File: config.mk
export PLATFORM = sky130hd
export DESIGN_NAME = plot_receiver
export DESIGN_NICKNAME = d
export VERILOG_FILES = /design/src/rtl/plot_receiver.sv
export SDC_FILE = /design/constraint.sdc
export NUM_CORES = 1
export LEC_CHECK = 0
export ABC_CLOCK_PERIOD_IN_PS = 3750
export CAP_MARGIN = 20
export CORE_AREA = 3 3 83 105
export CTS_BUF_LIST = sky130_fd_sc_hd__clkbuf_8
export DETAILED_ROUTE_END_ITERATION = 6
export DIE_AREA = 0 0 86 108
export PLACE_DENSITY = 0.82
export SLEW_MARGIN = 20
export SYNTH_ARGS = -nofsm -noshare
export SYNTH_HDL_FRONTEND = slang
export SYNTH_SLANG_ARGS = --single-unit
File: constraint.sdc
create_clock -name clk -period 3.75 [get_ports clk]
set_clock_uncertainty 0.2 [all_clocks]
set_input_delay 0.5625 -clock clk [delete_from_list [all_inputs] [get_ports clk]]
set_output_delay 0.5625 -clock clk [all_outputs]
set_load 0.1 [all_outputs]
File: src/rtl/plot_receiver.sv
// Sink for the (x, y, colour) plot stream: framebuffer write pipeline plus a sweep-order checker.
// Writes appear two cycles after acceptance; ready is low only in DONE/ERROR, until ack.
module plot_receiver #(
   parameter int WIDTH       = 160,
   parameter int HEIGHT      = 120,
   parameter int COLOUR_BITS = 3
) (
   input  logic                   clk,
   input  logic                   resetn,
   input  logic                   plot,
   input  logic [7:0]             x_in,
   input  logic [6:0]             y_in,
   input  logic [COLOUR_BITS-1:0] colour_in,
   output logic                   ready,
   input  logic                   ack,
   output logic [14:0]            fb_addr,
   output logic [COLOUR_BITS-1:0] fb_data,
   output logic                   fb_we,
   output logic [14:0]            pixel_count,
   output logic                   frame_done,
   output logic                   order_error,
   output logic                   oob_drop
);

   typedef enum logic [1:0] {S_IDLE, S_RECV, S_DONE, S_ERROR} state_t;

   localparam logic [14:0] W15        = 15'(WIDTH);
   localparam logic [14:0] LAST_COUNT = 15'(WIDTH * HEIGHT - 1);
   localparam logic [7:0]  X_LAST     = 8'(WIDTH - 1);

   // sweep checker state
   state_t      state_q, state_d;
   logic [7:0]  exp_x_q, exp_x_d;
   logic [6:0]  exp_y_q, exp_y_d;
   logic [14:0] count_q, count_d;
   logic        ready_q, ready_d;
   logic        done_q, done_d;
   logic        err_q, err_d;

   // input capture register (edge of acceptance)
   logic                   cap_vld_q, cap_vld_d;
   logic                   cap_inr_q, cap_inr_d;
   logic [7:0]             cap_x_q, cap_x_d;
   logic [6:0]             cap_y_q, cap_y_d;
   logic [COLOUR_BITS-1:0] cap_col_q, cap_col_d;

   // stage 1
   logic                   s1_vld_q, s1_vld_d;
   logic                   s1_inr_q, s1_inr_d;
   logic [7:0]             s1_x_q, s1_x_d;
   logic [6:0]             s1_y_q, s1_y_d;
   logic [COLOUR_BITS-1:0] s1_col_q, s1_col_d;

   // stage 2 (framebuffer port)
   logic                   fb_we_q, fb_we_d;
   logic [14:0]            fb_addr_q, fb_addr_d;
   logic [COLOUR_BITS-1:0] fb_data_q, fb_data_d;

   logic accept;
   logic in_range;
   logic hit;

   assign accept   = plot && ready_q;
   assign in_range = (int'(x_in) < WIDTH) && (int'(y_in) < HEIGHT);
   assign hit      = (x_in == exp_x_q) && (y_in == exp_y_q);

   // exp stays at (0,0) throughout IDLE, so a hit in IDLE means the sweep origin
   always_comb begin
      state_d = state_q;
      exp_x_d = exp_x_q;
      exp_y_d = exp_y_q;
      count_d = count_q;
      ready_d = ready_q;
      done_d  = done_q;
      err_d   = err_q;
      case (state_q)
         S_IDLE, S_RECV: begin
            if (accept && in_range) begin
               if (hit) begin
                  count_d = count_q + 15'd1;
                  if (exp_x_q == X_LAST) begin
                     exp_x_d = '0;
                     exp_y_d = exp_y_q + 7'd1;
                  end else begin
                     exp_x_d = exp_x_q + 8'd1;
                  end
                  if (count_q == LAST_COUNT) begin
                     state_d = S_DONE;
                     ready_d = 1'b0;
                     done_d  = 1'b1;
                  end else begin
                     state_d = S_RECV;
                  end
               end else if (state_q == S_RECV) begin
                  state_d = S_ERROR;
                  ready_d = 1'b0;
                  err_d   = 1'b1;
               end
            end
         end
         default: begin
            if (ack) begin
               state_d = S_IDLE;
               exp_x_d = '0;
               exp_y_d = '0;
               count_d = '0;
               ready_d = 1'b1;
               done_d  = 1'b0;
               err_d   = 1'b0;
            end
         end
      endcase
   end

   always_comb begin
      cap_vld_d = accept;
      cap_inr_d = cap_inr_q;
      cap_x_d   = cap_x_q;
      cap_y_d   = cap_y_q;
      cap_col_d = cap_col_q;
      if (accept) begin
         cap_inr_d = in_range;
         cap_x_d   = x_in;
         cap_y_d   = y_in;
         cap_col_d = colour_in;
      end

      s1_vld_d = cap_vld_q;
      s1_inr_d = cap_inr_q;
      s1_x_d   = cap_x_q;
      s1_y_d   = cap_y_q;
      s1_col_d = cap_col_q;

      fb_we_d   = s1_vld_q && s1_inr_q;
      fb_addr_d = fb_addr_q;
      fb_data_d = fb_data_q;
      if (s1_vld_q && s1_inr_q) begin
         fb_addr_d = 15'(s1_y_q) * W15 + 15'(s1_x_q);
         fb_data_d = s1_col_q;
      end
   end

   always_ff @(posedge clk or negedge resetn) begin
      if (!resetn) begin
         state_q   <= S_IDLE;
         exp_x_q   <= '0;
         exp_y_q   <= '0;
         count_q   <= '0;
         ready_q   <= 1'b1;
         done_q    <= 1'b0;
         err_q     <= 1'b0;
         cap_vld_q <= 1'b0;
         cap_inr_q <= 1'b0;
         cap_x_q   <= '0;
         cap_y_q   <= '0;
         cap_col_q <= '0;
         s1_vld_q  <= 1'b0;
         s1_inr_q  <= 1'b0;
         s1_x_q    <= '0;
         s1_y_q    <= '0;
         s1_col_q  <= '0;
         fb_we_q   <= 1'b0;
         fb_addr_q <= '0;
         fb_data_q <= '0;
      end else begin
         state_q   <= state_d;
         exp_x_q   <= exp_x_d;
         exp_y_q   <= exp_y_d;
         count_q   <= count_d;
         ready_q   <= ready_d;
         done_q    <= done_d;
         err_q     <= err_d;
         cap_vld_q <= cap_vld_d;
         cap_inr_q <= cap_inr_d;
         cap_x_q   <= cap_x_d;
         cap_y_q   <= cap_y_d;
         cap_col_q <= cap_col_d;
         s1_vld_q  <= s1_vld_d;
         s1_inr_q  <= s1_inr_d;
         s1_x_q    <= s1_x_d;
         s1_y_q    <= s1_y_d;
         s1_col_q  <= s1_col_d;
         fb_we_q   <= fb_we_d;
         fb_addr_q <= fb_addr_d;
         fb_data_q <= fb_data_d;
      end
   end

   assign ready       = ready_q;
   assign pixel_count = count_q;
   assign frame_done  = done_q;
   assign order_error = err_q;
   assign fb_we       = fb_we_q;
   assign fb_addr     = fb_addr_q;
   assign fb_data     = fb_data_q;
   assign oob_drop    = s1_vld_q && !s1_inr_q;

endmodule

==> out/qor.yml <==
wirelength_um: 9066
gp_congestion: 0.8936
period_needed_ps: 2832
root_buffer: "clkbuf_8"
io_buffer_count: 59
fmax_mhz: 353.1
slew_violations: 0
cp_max_fo: 3
utilization_pct: 67.85
drtIter0Drc: 145
clkLatencyLatePin_ps: 370
crit_slowest_cell: "clkdlybuf4s50_1"
vias: 3226
switching_power_mw: 2.164
die_w_um: 86
max_slew.worst_pin.slew_ps: 981.7
slew_headroom_pct: 34.35
setup_viol: 0
powerDensity_mw_per_mm2: 869.1
syn_area_per_cell_um2: 11.33
overflow: 0
clk_pin_slew_ps: 100
setup-tns-final_ps: 0
synth.net_count: 429
ys_seq_area_share_pct: 53.39
cts.sinks: 94
hold_class: "in -> async"
crit_buf_inv: 1
grt_max_degree: 46
fp-row-count: 36
path_class: "reg -> out"
grt_pass1_wl_um: 15770
coreArea_mm2: 0.007792
layout_common_cells: "93 x dfrtp_1, 58 x clkdlybuf4s50_1, 40 x nand2_1"
leakage_nw: 2.263
intPower_mw: 2.432
crit_chain: "clkdlybuf4s50_1"
status: "finished with violations"
cts_tree: "built"
final_common_cell: "dfrtp_1"
drt-met1-wl_um: 3670
wire_per_inst_um: 16.39
grt_setup_unrepaired: "false"
worstSetupStartpointType: "flop"
synth_edf_count: 0
post_cts_resize_count: 0
holdBufCountCts: 0
wl_met2_um: 4682
clockBufferDepth: 2
nets: 493
violations: "hold timing"
drive_gt1_share_pct: 13.54
antenna_found_initial: 0
grt_pass1_vias: 3392
ir_drop_mv: 0.7824
ys_ff_latch: 94
viasPerCell: 5.834
initial_utilization_pct: 56.57
hold_viol: 26
fin_crit_sh_pct: 75.51
ant_nets: 0
dr.max_layer_used: "met4"
route.detailed.drc: 0
clockPowerShare_pct: 13.9
cts_setup_buffers: 0
hold_ws_ps: -16.80
syn-cell-area_mm2: 0.004408
drt_pass1_iterations: 4
cts.htree.levels: 3
synth_ff_type: "dfrtp_1"
drv_cap: 0
pwr-share-comb_pct: 52.0
grt_usage_pct: 21.48
worst-endpoint-arrival_ps: 2070
syn2layout_area_growth_pct: 19.95
ys.warnings.count: 0
power_frac_seq_pct: 34.1
power.total_mw: 4.595
switching_share_pct: 47.09
diodes: 0
ys_async_sr_fraction_pct: 100.0
route.met3.wl_um: 478
worst_setup_path_end_kind: "primary output"
critPathTopFamily: "buffers and inverters"
cp_data_required_time_ps: 2990
die_area_mm2: 0.009288
yosysUniqueCellTypes: 53
die_h_um: 108
cts_buffers: 9
slowest_delay_ps: 1140
synth_cells: 389
dp.final_hpwl_um: 6793
io_pins: 60
cell families after synthesis:
group | count (synthesis) | share of synthesized area, %
buf+inv | 23 | 2.186
mux | 30 | 7.579
xor+xnor | 29 | 5.762
compound gates | 73 | 10.64
fa+ha+maj | 18 | 5.450
simple gates | 122 | 14.99
flops | 94 | 53.39
area by class of cell:
| type | count | area, um^2 |
|---|---|---|
| clock buffer | 9 | 123.9 |
| clock inverter | 7 | 62.56 |
| fill | 612 | 2505 |
| inverter | 12 | 45.04 |
| multi-input combinational | 272 | 1958 |
| sequential | 94 | 2354 |
| tap | 95 | 118.9 |
| timing repair buffer | 64 | 625.6 |
routing by layer:
metal / track usage [%] / vias up
li1: - / 1532
met2: 37.60 / 93
met1: 25.30 / 1580
met3: 5.640 / 21
met4: 7.692 / 0
met5: 0 / -
Yosys cell counts (7+ instances only):
library cell	instances	area share, %
a21oi_1	12	1.4
clkbuf_1	7	0.60
dfrtp_1	93	53
ha_1	16	4.5
inv_1	11	0.94
mux2_2	27	6.9
nand2_1	40	3.4
nand3_1	12	1.4
nor2_1	18	1.5
nor3_1	7	0.79
o21ai_0	23	2.6
o31ai_1	10	1.7
or4_1	7	1.2
xnor2_1	9	1.8
xor2_1	20	4.0
state kept, by name, indices dropped and copies added (netlist names):
name         count
s1_y_q           7
s1_x_q           8
frame_done       1
s1_vld_q         1
cap_y_q          7
fb_data          3
cap_col_q        3
state_q          2
ready            1
s1_inr_q         1
s1_col_q         3
cap_inr_q        1
cap_x_q          8
pixel_count     15
order_error      1
cap_vld_q        1
exp_y_q          7
fb_we            1
exp_x_q          8
fb_addr         15
power by group through the flow:
stage	registers, mW	clock network, mW	logic [mW]
after floorplan	2.35	0	1.09
after global placement	1.57	0	2.35
after detailed placement	1.59	0	2.40
after CTS	1.57	0.648	2.41
after global routing	1.62	0.692	2.57
final	1.57	0.640	2.39
through the flow:
stage | std cells | instance area [um^2] | setup WS [ps] | hold slack (ps)
2_1_floorplan | 389 | 4408 | 1006 | 66.91
3_3_place_gp | 537 | 5101 | 667.5 | 134.6
3_5_place_dp | 537 | 5101 | 580.1 | 138.6
4_1_cts | 553 | 5288 | 916.6 | 3.638
5_1_grt | 553 | 5288 | 817.9 | 10.34
6_report | 553 | 5288 | 918.2 | -16.80
path summary, 6_finish.rpt:
kind                                   startpoint                 endpoint  slack (ps)  cells past startpoint
setup / recovery                ready$_DFFE_PN1P_                    ready         920                      1
hold / removal                             resetn  fb_addr[13]$_DFFE_PN0P_         -20                      1
setup reg to reg              s1_y_q[1]$_DFF_PN0_  fb_addr[13]$_DFFE_PN0P_        1030                      9
hold reg to reg            cap_y_q[3]$_DFFE_PN0P_      s1_y_q[3]$_DFF_PN0_         160                      0
max in group asynchronous                  resetn        ready$_DFFE_PN1P_        2570                      2
min in group clk           cap_y_q[3]$_DFFE_PN0P_      s1_y_q[3]$_DFF_PN0_         160                      0
Note: power is estimated with default switching activity, not from simulation.
